--- src/rtl/imem_fetch_ctrl.sv ---
`default_nettype none
// +--------------------------------------------------------------------------+
// | imem_fetch_ctrl : single-outstanding instruction fetch over req/gnt/rvalid |
// |                   with misaligned, bus-error and timeout fault reporting   |
// | Rev 1.0                                                                   |
// +--------------------------------------------------------------------------+
module imem_fetch_ctrl #(
  parameter int                    ADDR_WIDTH = 32,
  parameter int                    DATA_WIDTH = 32,
  parameter logic [ADDR_WIDTH-1:0] RESET_PC   = 32'h00000000,
  parameter logic [DATA_WIDTH-1:0] NOP_INSTR  = 32'h00000013,
  parameter int                    TIMEOUT    = 16
) (
  input  logic                  clk,
  input  logic                  reset,
  input  logic [ADDR_WIDTH-1:0] pc_next,
  input  logic                  pc_load,
  input  logic                  flush,
  output logic                  fetch_busy,
  output logic                  instr_valid,
  output logic [DATA_WIDTH-1:0] instr,
  output logic [ADDR_WIDTH-1:0] instr_pc,
  output logic                  fetch_err,
  output logic [1:0]            err_code,
  output logic                  mem_req,
  output logic [ADDR_WIDTH-1:0] mem_addr,
  input  logic                  mem_gnt,
  input  logic                  mem_rvalid,
  input  logic [DATA_WIDTH-1:0] mem_rdata,
  input  logic                  mem_err
);

  localparam logic [1:0] ST_IDLE  = 2'd0;
  localparam logic [1:0] ST_REQ   = 2'd1;
  localparam logic [1:0] ST_WAIT  = 2'd2;
  localparam logic [1:0] ST_DRAIN = 2'd3;

  localparam logic [1:0] ERR_MISALIGN = 2'b01;
  localparam logic [1:0] ERR_BUS      = 2'b10;
  localparam logic [1:0] ERR_TIMEOUT  = 2'b11;

  localparam int               CNT_W    = (TIMEOUT > 1) ? $clog2(TIMEOUT) : 1;
  localparam logic [CNT_W-1:0] CNT_LAST = CNT_W'(TIMEOUT - 1);

  logic [1:0]       state;
  logic [1:0]       state_nxt;
  logic [CNT_W-1:0] tcount;
  logic             cnt_last;
  logic             cnt_clr;
  logic             cnt_inc;
  logic             req_set;
  logic             req_clr;
  logic             capture;
  logic             err_set;
  logic [1:0]       err_code_nxt;

  assign fetch_busy = (state != ST_IDLE);
  assign cnt_last   = (tcount == CNT_LAST);

  // Flush has priority over any response in WAIT; rvalid beats timeout.
  always_comb begin
    state_nxt    = state;
    cnt_clr      = 1'b0;
    cnt_inc      = 1'b0;
    req_set      = 1'b0;
    req_clr      = 1'b0;
    capture      = 1'b0;
    err_set      = 1'b0;
    err_code_nxt = ERR_MISALIGN;
    case (state)
      ST_IDLE: begin
        if (pc_load) begin
          if (pc_next[1:0] != 2'b00) begin
            err_set      = 1'b1;
            err_code_nxt = ERR_MISALIGN;
          end else begin
            req_set   = 1'b1;
            state_nxt = ST_REQ;
          end
        end
      end
      ST_REQ: begin
        if (mem_gnt) begin
          req_clr   = 1'b1;
          cnt_clr   = 1'b1;
          state_nxt = flush ? ST_DRAIN : ST_WAIT;
        end else if (flush) begin
          req_clr   = 1'b1;
          state_nxt = ST_IDLE;
        end
      end
      ST_WAIT: begin
        if (flush) begin
          if (mem_rvalid) begin
            state_nxt = ST_IDLE;
          end else begin
            cnt_clr   = 1'b1;
            state_nxt = ST_DRAIN;
          end
        end else if (mem_rvalid) begin
          state_nxt = ST_IDLE;
          if (mem_err) begin
            err_set      = 1'b1;
            err_code_nxt = ERR_BUS;
          end else begin
            capture = 1'b1;
          end
        end else if (cnt_last) begin
          state_nxt    = ST_IDLE;
          err_set      = 1'b1;
          err_code_nxt = ERR_TIMEOUT;
        end else begin
          cnt_inc = 1'b1;
        end
      end
      ST_DRAIN: begin
        if (mem_rvalid || cnt_last) begin
          state_nxt = ST_IDLE;
        end else begin
          cnt_inc = 1'b1;
        end
      end
      default: state_nxt = ST_IDLE;
    endcase
  end

  always_ff @(posedge clk or posedge reset) begin
    if (reset) begin
      state <= ST_IDLE;
    end else begin
      state <= state_nxt;
    end
  end

  always_ff @(posedge clk or posedge reset) begin
    if (reset) begin
      mem_req  <= 1'b0;
      mem_addr <= '0;
    end else if (req_set) begin
      mem_req  <= 1'b1;
      mem_addr <= pc_next;
    end else if (req_clr) begin
      mem_req  <= 1'b0;
    end
  end

  always_ff @(posedge clk or posedge reset) begin
    if (reset) begin
      tcount <= '0;
    end else if (cnt_clr) begin
      tcount <= '0;
    end else if (cnt_inc) begin
      tcount <= tcount + CNT_W'(1);
    end
  end

  // mem_addr is still the fetched address while the response is captured.
  always_ff @(posedge clk or posedge reset) begin
    if (reset) begin
      instr_valid <= 1'b0;
      instr       <= NOP_INSTR;
      instr_pc    <= RESET_PC;
    end else begin
      instr_valid <= capture;
      if (capture) begin
        instr    <= mem_rdata;
        instr_pc <= mem_addr;
      end
    end
  end

  always_ff @(posedge clk or posedge reset) begin
    if (reset) begin
      fetch_err <= 1'b0;
      err_code  <= 2'b00;
    end else begin
      fetch_err <= err_set;
      if (err_set) begin
        err_code <= err_code_nxt;
      end
    end
  end

endmodule
`default_nettype wire
--- config.mk ---
export PLATFORM = sky130hd
export DESIGN_NAME = imem_fetch_ctrl
export DESIGN_NICKNAME = d
export VERILOG_FILES = /design/src/rtl/imem_fetch_ctrl.sv
export SDC_FILE = /design/constraint.sdc
export NUM_CORES = 1
export LEC_CHECK = 0
export ABC_AREA = 1
export BUFFER_PORTS_ARGS = -buffer_cell sky130_fd_sc_hd__clkbuf_2
export CAP_MARGIN = 20
export CORE_UTILIZATION = 44
export DETAILED_ROUTE_END_ITERATION = 6
export GPL_TIMING_DRIVEN = 1
export PLACE_DENSITY = 0.77
export SYNTH_ARGS = -nofsm -noshare
export SYNTH_HDL_FRONTEND = slang
export SYNTH_SLANG_ARGS = --single-unit
--- constraint.sdc ---
create_clock -name clk -period 3.4 [get_ports clk]
set_clock_uncertainty 0.15 [all_clocks]
set_input_delay 0.34 -clock clk [delete_from_list [all_inputs] [get_ports clk]]
set_output_delay 0.34 -clock clk [all_outputs]
set_load 0.05 [all_outputs]
Word-level counts from Yosys, hierarchy flattened
Cells that the tools add are included.
{"block": "word_totals", "regBits": 107, "latchBits": 0, "mem_bits_rw": 0, "out_inout_bits": 102, "rom_bits": 0, "memories": 0}
{"block": "classes", "n_reduce_logical": 7, "n_shift": 0, "n_mul": 0, "muxes": 46, "eq_ne": 9, "bitwise": 0, "n_div": 0, "order_cmp": 0, "addsub": 1}
{"operator": "two-way mux 2 bit", "n": 14}
{"operator": "two-way mux 1 bit", "n": 26}
{"operator": "two-way mux 4 bit", "n": 2}
{"operator": "case mux 2 bit (4 select lines)", "n": 1}
{"operator": "nonzero test 2 bit", "n": 4}
{"operator": "inequality test 2 bit (second input constant)", "n": 3}
{"operator": "case mux 1 bit (2 select lines)", "n": 3}
{"operator": "AND reduction 5 bit", "n": 1}
{"operator": "adder 4 x 1 -> 4 bit (second input constant)", "n": 1}
{"operator": "== test 2 bit (second input constant)", "n": 2}
{"operator": "== test 4 bit (second input constant)", "n": 1}
{"operator": "inequality test 4 bit (second input constant)", "n": 1}
{"operator": "inequality test 3 bit (second input constant)", "n": 1}
{"operator": "== test 2 x 1 -> 1 bit (second input constant)", "n": 1}
{"operator": "zero test 2 bit", "n": 1}
{"operator": "logical OR 1 bit", "n": 1}

Logic depth before layout (Yosys ltp)
Gate-level depths: netlist of run 1.
{"block": "depth", "depth_word": 7, "ltp_mapped": 9, "mapped_depth_nobuf": 8}

Worst setup path after synthesis of run 1
Ideal clock, no wire load.
{"block": "synth_timing", "path_kind": "reg-to-reg", "start": "reg state[0]", "end": "reg instr_pc[0]", "stages_incl_launch_ff": 10, "setup_ps": 119, "t_arrival_ps": 1296, "setup_slack_ps": 1835, "period_less_slack_ps": 1565, "path_cell_list": "dfrtp_1 > inv_1 > ha_1 > nand2_2 > inv_2 > nand3_2 > buf_4 > buf_6 > nand2_1 > nand2_1"}
{"block": "synth_via", "elab_chain_cells": 2}
{"item": "from (decl)", "line_no": "45", "rtl": "logic [1:0] state;"}
{"item": "from (signal assigned)", "line_no": "131", "rtl": "state <= state_nxt;"}
{"item": "== test 2 bit", "line_no": "70", "rtl": "case (state)"}
{"item": "two-way mux 1 bit", "line_no": "70"}
{"item": "to (signal assigned)", "line_no": "167", "rtl": "instr_pc <= mem_addr;"}
{"item": "to (decl)", "line_no": "22", "rtl": "output logic [ADDR_WIDTH-1:0] instr_pc,"}
No other way between the ends.
A chain may end at the register's enable or synchronous reset.

Worst setup path in the final report of run 1
{"block": "layout_timing", "start": "reg state[0]", "end": "reg instr[15]"}
{"block": "layout_via", "elab_chain_cells": 2}
{"item": "== test 2 bit", "line_no": "70"}
{"item": "two-way mux 1 bit", "line_no": "70"}
{"item": "to (signal assigned)", "line_no": "166", "rtl": "instr <= mem_rdata;"}
{"item": "to (decl)", "line_no": "21", "rtl": "output logic [DATA_WIDTH-1:0] instr,"}
No other way between the ends.

==> impl_metrics.yaml, run 1 <==
outcome:
  status: "finished clean"
sta:
  tns_ps: 0
  finalHoldViolations: 0
  post-route-period-util_pct: 60.2
  report.final.slew_viol_count: 0
  max_freq_mhz: 489
  final-setup-viol-count: 0
  hold_slack_ps: 24.0
  max-slew-margin-rel_pct: 54.1
  worst_pin_slew_ps: 689
  min_period_ps: 2050
  rsz0062_at_grt: "false"
power:
  power_leakage_nw: 3.36
  powerDensity_nw_per_um2: 1050
  ir_worst_vdd_mv: 0.563
  pwr-share-seq_pct: 36.2
  p_sw_w: 0.00305
  clkPwrFrac_pct: 13.3
  swShare_pct: 52.9
  pwr-share-comb_pct: 50.6
  p_int_w: 0.00271
synth:
  synth.distinct_cells: 24
  ys_seq_elements: 107
  synth_top_area_cell: "dfrtp_1"
  synth.yosys.seq_area_share_pct: 61.9
  synth_top_area_share_pct: 60.1
  postSynth.asyncResetShare_pct: 100
  yosys_most_used_dff: "dfrtp_1"
  avgSynthCellArea_um2: 8.90
  yosys_warnings: 0
  synth_nets: 564
  syn_inst: 487
  synth_edf_count: 0
  synth_area_um2: 4330
  yosys-top-cells-area: "dfrtp_1 (60%), nand2_1 (20%), inv_1 (4.2%), o21ai_0 (2.2%), nand3_1 (1.8%)"
critical_path:
  reg2reg_from: "state[0]"
  worst_ep_required_time_ps: 3530
  path_class: "reg2reg"
  r2r.worst_path.cells: 9
  cp_max_fo: 29
  cp_slowest_stage_delay_ps: 430
  rrSetupSlack_ps: 1350
  slowest_stage: "dfrtp_1"
  end_kind: "flop"
  cp.arrival_ps: 2180
  critical_path.cell_chain: "inv_1, ha_1, nand2_2, inv_2, nand3_2, inv_2, buf_4, nand2_1, nand2_1"
  critPathLaunchType: "flop"
  timing.rr.end: "instr[15]"
final_layout:
  final_cell_area_um2: 5510
  diodes: 0
  drive_above_1_share_pct: 30.5
  syn_to_final_growth_pct: 27.2
  fin_nets: 737
clocking:
  clk_latency_ps: 350
  cts_tree: "built"
  cts_buffers: 9
  clkTransAtPathRegs_ps: 100
  cts_resized: 0
  cts_buffer_depth: 2
  cts-root-buf: "clkbuf_8"
  h-tree-depth: 3
  numClockSinks: 107
routing:
  routed.top_layer: "met4"
  drt-initial-drc-count: 93
  num_vias: 3643
  wl_per_cell_um: 12.1
  drc_errors: 0
  ant_nets: 0
  viasPerCell: 4.59
  wl_met2_um: 4690
  wl_met3_um: 574
  wirelength_um: 9580
  firstDrtPassIters: 4
  met1Wirelength_um: 4140
floorplanning:
  num_rows: 35
  die_h_um: 101
  initial_utilization_pct: 46.2
  dieArea_um2: 10200
  ios: 173
  fp.coreArea_um2: 9370
  die_x_um: 101
placement:
  io_buffers: 172
  hpwl_um: 6890
  gp_congestion: 0.776
  place_area_um2: 5270
worst_hold_path:
  hold_path_class: "in2reg"
  hp-start: "mem_rdata[31]"
  min_path_cells: 3
  hold_end: "instr[31]"
global_route:
  grt-ovfl-total: 0
  grt_pass1_wl_um: 15600
  track_usage_pct: 19.5
  antenna_found_initial: 0
  grt_pass1_vias: 3451
  grt_max_degree: 70
run:
  max-cap-violations: 0
## Yosys cell counts, types with 2 or more instances
| cell type | instances |
|---|---|
| a21oi_1 | 7 |
| buf_2 | 5 |
| buf_6 | 7 |
| clkbuf_1 | 6 |
| dfrtp_1 | 104 |
| dfstp_2 | 3 |
| ha_1 | 6 |
| inv_1 | 49 |
| inv_2 | 3 |
| nand2_1 | 229 |
| nand3_1 | 16 |
| nand3_2 | 2 |
| nand3b_1 | 2 |
| nor2_1 | 8 |
| nor3_1 | 2 |
| o21ai_0 | 19 |
| o21ai_1 | 12 |
## worst max-delay path, delay by kind of cell, from the launching register on
family                   cells  cell delay [ps]
flip-flops                   1              430
adder cells (fa/ha/maj)      1              180
AND/OR/NAND/NOR              4              310
buffers and inverters        4              890
## repair_timing
action                     in CTS  in global routing
hold endpoints to repair       51                  0
buffers inserted                0                  0
setup endpoints to repair       0                  0
hold buffers                    4                  0
## worst max path at each step
| stage | start | end | slack (ps) | cells after the start |
|---|---|---|---|---|
| finish | state[0] | instr[15] | 1350 | 9 |
| global route | state[0] | instr[29] | 1190 | 9 |
| CTS | state[0] | instr[22] | 1330 | 9 |
| detailed placement | state[0] | instr[27] | 1370 | 9 |
| global placement | state[0] | instr_pc[24] | 1470 | 9 |
| floorplan | reset | err_code[0] | 100 | 1 |
## cell usage in the layout (no fill, tap or decap), drive strengths merged
cell and instances:
inv 54, dfrtp 104, nand3 18, nand4 1, nand3b 2, dlygate4sd3 4
o2bb2ai 1, a31oi 1, nor3 2, nand2 230, nor2 9, xor2 1
ha 6, buf 5, a21oi 7, clkinv 1, dfstp 3, clkbuf 182
clkinvlp 2, bufinv 1, o21ai 31
## area by class of cell
class                   count  area [µm²]
clock buffers              10         128
clock inverters             6        71.3
fillers                   856        3860
inverters                  52         198
multi-input cells         309        1320
flip-flops and latches    107        2680
well taps                 129         161
repair buffers            181         951
## power by group through the flow
stage	clock network, W	registers [W]	logic, W
floorplan	0	0.00372	0.000585
global placement	0	0.00209	0.00289
detailed placement	0	0.00211	0.00293
CTS	0.000793	0.00209	0.00294
global route	0.000841	0.00215	0.00311
finish	0.000765	0.00208	0.00291
## state kept, by name (all words and copies together) (netlist names)
register,count
state,2
err_code,2
mem_addr,32
mem_req,1
instr_pc,32
fetch_err,1
instr_valid,1
tcount,4
instr,32
## cells by family (layout without fill, tap and decap cells)
| family | count (synthesis) | after routing | share of synthesized area [%] |
|---|---|---|---|
| compound gates | 40 | 40 | 4.74 |
| fa+ha+maj | 6 | 6 | 1.73 |
| simple gates | 262 | 262 | 23.9 |
| buf+inv | 71 | 249 | 7.59 |
| xor+xnor | 1 | 1 | 0.202 |
| flops | 107 | 107 | 61.9 |
## per-layer routing
| metal | vias to the layer above | track usage [%] |
|---|---|---|
| met1 | 1677 | 23.4 |
| met2 | 117 | 34.7 |
| met4 | 0 | 7.58 |
| met5 | - | 0 |
| li1 | 1832 | - |
| met3 | 17 | 3.66 |
## through the flow
step | power [W] | instances | util, % | worst slack, ps
floorplan | 0.00430 | 487 | - | 97.7
global placement | 0.00498 | 774 | 56.3 | 1470
detailed placement | 0.00504 | 774 | 56.3 | 1370
CTS | 0.00581 | 794 | 58.8 | 1330
global route | 0.00610 | 794 | 58.8 | 1190
finish | 0.00576 | 794 | 58.8 | 1350
(Power assumes the default switching activity.)
==> inputs of run 2 (changes only) <==
Settings changed: CORE_UTILIZATION 44 to 48, PLACE_DENSITY 0.77 to 0.79.
Clock period 3.4 ns to 1.9 ns, I/O delays scaled along.
==> run 2 against run 1 <==
  * Via count up 10%
  * First-iteration DRC count up 84%
  * Worst setup slack worse by 1300 ps
  * Non-clock buffer count up 65
  * Count of clock-buffer cells in the layout down 1
  * Critical path depth down 5
  * Sequential share of layout area down 5.2 points
  * Clock power up 67%
  * Wire length up 20%
  * Largest cell class unchanged
  * Largest power group unchanged
==> impl_metrics.yaml, run 2 (synthesis gave the netlist of run 1 again) <==
final_layout:
  final_cell_mix: "nand2_1 (229), clkbuf_2 (171), dfrtp_1 (104)"
  syn_to_final_growth_pct: 42.5
  fin_nets: 802
  drive_above_1_share_pct: 28.5
  diodes: 0
  final_common_cell: "nand2_1"
  final_cells: 838
  top_regs: "instr (32), instr_pc (32), mem_addr (32)"
critical_path:
  worst_ep_required_time_ps: 1560
  critPathLaunchType: "flop"
  cp.arrival_ps: 1460
  cp_max_fo: 5
  end_kind: "primary output"
  path_class: "reg2out"
sta:
  min_period_ps: 1800
  hold_slack_ps: 57.3
  finalHoldViolations: 0
  finalWorstSetupSlack_ps: 103
  worst_pin_slew_ps: 365
  tns_ps: 0
  max-slew-margin-rel_pct: 75.7
  rsz0062_at_grt: "false"
  report.final.slew_viol_count: 0
  max_freq_mhz: 556
  final-setup-viol-count: 0
  post-route-period-util_pct: 94.6
global_route:
  track_usage_pct: 25.5
  grt_pass1_vias: 4030
  grt_max_degree: 61
  antenna_found_initial: 0
  grt-ovfl-total: 0
  grt_pass1_wl_um: 19100
floorplanning:
  num_rows: 34
  ios: 173
  die_x_um: 97.0
  fp.coreArea_um2: 8720
  die_h_um: 97.0
  dieArea_um2: 9410
  initial_utilization_pct: 49.7
placement:
  hpwl_um: 7030
  dpl.cell_count: 756
  gp_congestion: 0.833
  io_buffers: 172
  dp_slack_ps: 167
outcome:
  status: "finished clean"
clocking:
  cts_buffer_depth: 2
  h-tree-depth: 3
  clkTransAtPathRegs_ps: 100
  cts_tree: "built"
  cts-root-buf: "clkbuf_8"
  numClockSinks: 107
  cts_buffers: 9
  clk_latency_ps: 360
power:
  pwr-share-seq_pct: 35.8
  clkPwrFrac_pct: 12.3
  powerDensity_nw_per_um2: 1690
  totalPowerFinal_w: 0.0104
  p_int_w: 0.00484
  swShare_pct: 53.6
  p_sw_w: 0.00559
  power_leakage_nw: 3.65
  pwr-share-comb_pct: 51.9
  ir_worst_vdd_mv: 1.30
routing:
  num_vias: 4008
  ant_nets: 0
  viasPerCell: 4.78
  wl_per_cell_um: 13.8
  drt-initial-drc-count: 171
  drc_errors: 0
  wirelength_um: 11500
  firstDrtPassIters: 4
worst_hold_path:
  hold_path_class: "in2reg"
run:
  max-cap-violations: 0
-- run 2: cell count changes in the layout (fill, tap and decap cells not counted) --
cell	before	now
buf_12	1	5
buf_4	4	3
bufinv_16	1	0
clkbuf_1	1	0
clkbuf_16	0	1
clkbuf_2	172	171
clkbuf_4	0	1
clkinv_2	0	2
clkinv_4	1	0
clkinvlp_4	2	3
dlygate4sd3_1	4	65
inv_4	1	0
inv_6	2	3
-- run 2: power groups by stage --
stage | clock network [W] | registers [W] | logic, W
2_1_floorplan | 0 | 0.00665 | 0.00105
3_3_place_gp | 0 | 0.00372 | 0.00519
3_5_place_dp | 0 | 0.00377 | 0.00529
4_1_cts | 0.00130 | 0.00373 | 0.00541
5_1_grt | 0.00143 | 0.00386 | 0.00574
6_report | 0.00128 | 0.00373 | 0.00541
-- run 2: area by class of cell --
type	count	area, µm²
Clock inverter	7	51.3
Tap cell	108	135
Inverter	52	199
Multi-Input combinational cell	309	1320
Timing Repair Buffer	246	1660
Fill cell	644	2550
Sequential cell	107	2680
Clock buffer	9	124
-- run 2: critical path: stages (launching register included) --
cell and delay, ps:
dfrtp_1 430, inv_1 120, ha_1 260, inv_1 80
clkbuf_4 210
-- run 2: routing by layer --
layer / share of wire (%) / global-route usage (%) / up-vias
met5: 0 / 0 / -
met4: 3.0 / 11.7 / 0
met3: 4.9 / 4.34 / 33
met2: 52 / 43.4 / 143
met1: 40 / 31.7 / 1879
li1: - / - / 1953
-- run 2: worst paths after layout --
path | endpoint | startpoint | depth (start not counted) | slack, ps
max | fetch_busy | state[1] | 4 | 100
max in group asynchronous | mem_addr[8] | reset | 4 | 910
min | fetch_err | mem_rvalid | 4 | 60
max reg2reg | instr[16] | state[0] | 9 | 180
min reg2reg | instr[0] | instr[0] | 2 | 330
min in group asynchronous | instr_pc[26] | reset | 4 | 340
-- run 2: what timing repair did --
action                     in CTS  in global routing
hold buffers                   65                  0
setup endpoints to repair       0                  3
resized for setup               0                  2
hold endpoints to repair      167                  0
buffers inserted                0                  0
-- run 2: per-stage QoR --
step	area (µm²)	util, %
after CTS	6150	70.5
after detailed placement	5320	61.0
final	6170	70.8
after global routing	6170	70.8
after floorplan	4340	-
after global placement	5320	61.0
==> inputs of run 3 (changes only) <==
Settings changed: CTS_BUF_LIST set to sky130_fd_sc_hd__clkbuf_16.
==> run 3 against run 2 <==
  * Power is 4.4% higher
  * Sequential share of layout area decreased by 0.55 points
  * Cell count shrank 0.24%
  * Largest cell class unchanged
  * Count of clock-buffer cells in the layout is the same
  * Maximum frequency decreased by 0.45%
  * Non-clock buffer count shrank 2
  * Worst hold slack got worse by 46 ps
  * Global-route usage barely moved
  * Largest power group unchanged
  * Critical path depth did not move
  * Cell area increased by 1.3%
  * Combinational power barely moved
==> impl_metrics.yaml, run 3 (synthesis gave the netlist of run 1 again) <==
outcome:
  status: "finished clean"
clocking:
  cts_buffer_depth: 2
  post_cts_buffers: 0
  clkTransAtPathRegs_ps: 70
  h-tree-depth: 3
  numClockSinks: 107
  cts-root-buf: "clkbuf_16"
  cts_buffers: 9
  cts_tree: "built"
  clk_latency_ps: 340
floorplanning:
  die_h_um: 97.0
  ios: 173
  num_rows: 34
  dieArea_um2: 9410
  die_x_um: 97.0
  fp.coreArea_um2: 8720
  initial_utilization_pct: 49.7
routing:
  num_vias: 4031
  drt-initial-drc-count: 200
  ant_nets: 0
  viasPerCell: 4.82
  firstDrtPassIters: 5
  wirelength_um: 11500
  wl_per_cell_um: 13.7
  drc_errors: 0
placement:
  gp_congestion: 0.833
  io_buffers: 172
  hpwl_um: 7030
  dpl.cell_count: 756
global_route:
  grt_pass1_vias: 4042
  antenna_found_initial: 0
  track_usage_pct: 25.4
  grt_pass1_wl_um: 19100
  grt-ovfl-total: 0
  grt_max_degree: 61
critical_path:
  worst_ep_required_time_ps: 1560
  crit_top_cell: "inv_1"
  cp_max_fo: 5
  critical_path.cell_chain: "inv_1, ha_1, inv_1, clkbuf_2"
  cp_slowest_stage_delay_ps: 390
  end_kind: "primary output"
  path_class: "reg2out"
  slowest_stage: "dfrtp_1"
  critPathLaunchType: "flop"
  cp.arrival_ps: 1470
final_layout:
  fin_nets: 800
  top_regs: "instr (32), instr_pc (32), mem_addr (32)"
  final_cells: 836
  final_cell_mix: "nand2_1 (229), clkbuf_2 (172), dfrtp_1 (104)"
  final_common_cell: "nand2_1"
  syn_to_final_growth_pct: 44.3
  drive_above_1_share_pct: 28.6
  diodes: 0
sta:
  post-route-period-util_pct: 95.0
  hold_slack_ps: 11.6
  finalHoldViolations: 0
  max_freq_mhz: 554
  rsz0062_at_grt: "false"
  min_period_ps: 1810
  report.final.slew_viol_count: 0
  worst_pin_slew_ps: 355
  max-slew-margin-rel_pct: 76.3
  final-setup-viol-count: 0
  tns_ps: 0
power:
  power_leakage_nw: 3.69
  ir_worst_vdd_mv: 1.33
  powerDensity_nw_per_um2: 1740
run:
  max-cap-violations: 0
worst_hold_path:
  hold_path_class: "in2reg"
run 3: changes by cell type in the layout (fill, tap and decap cells not counted), sizes merged:
cell,change
dlygate4sd3,-2
run 3: layout make-up:
cell class                 instances  area, µm²
inverter                          52        199
tap                              108        135
clock inverter                     7       51.3
timing repair buffer             244       1640
sequential                       107       2680
multi-input combinational        309       1320
clock buffer                       9        225
fill                             626       2470
run 3: final timing paths:
path / startpoint / to / slack (ps) / cells after the start
min reg2reg: instr[0] / instr[0] / 330 / 2
max reg2reg: state[0] / instr_pc[20] / 180 / 9
max in group asynchronous: reset / mem_addr[3] / 890 / 4
min: pc_load / mem_req / 10 / 3
max: state[0] / fetch_busy / 90 / 4
min in group asynchronous: reset / mem_addr[31] / 370 / 4
run 3: worst max-delay path, delay by kind of cell, from the launching register on:
family / cells / cell delay, ps
adders and majority gates: 1 / 270
buffers and inverters: 3 / 450
DFF: 1 / 390
run 3: per-stage QoR:
step	cell area (µm²)	setup WS, ps	utilization (%)	power [W]
after floorplan	4340	275	-	0.00770
after global placement	5320	273	61.0	0.00891
after detailed placement	5320	167	61.0	0.00906
after CTS	6230	81.2	71.4	0.0109
after global routing	6250	18.4	71.7	0.0115
final	6250	94.5	71.7	0.0109
run 3: per-layer routing:
layer | global-route usage [%] | up-vias | part of all wire (%)
li1 | - | 1957 | -
met4 | 9.87 | 0 | 2.3
met1 | 31.4 | 1904 | 40
met3 | 4.70 | 26 | 5.3
met2 | 44.2 | 144 | 52
met5 | 0 | - | 0
run 3: where the power goes:
group	switching, W	total [W]	leakage, nW	internal, W
clock network	0.000835	0.00173	0.133	0.000898
registers	0.000584	0.00374	1.39	0.00316
logic	0.00422	0.00540	2.16	0.00119
run 3: timing repair:
item / 4_1_cts / 5_1_grt
hold endpoints to repair: 166 / 0
resized for setup: 0 / 0
setup endpoints to repair: 0 / 2
hold buffers: 63 / 0
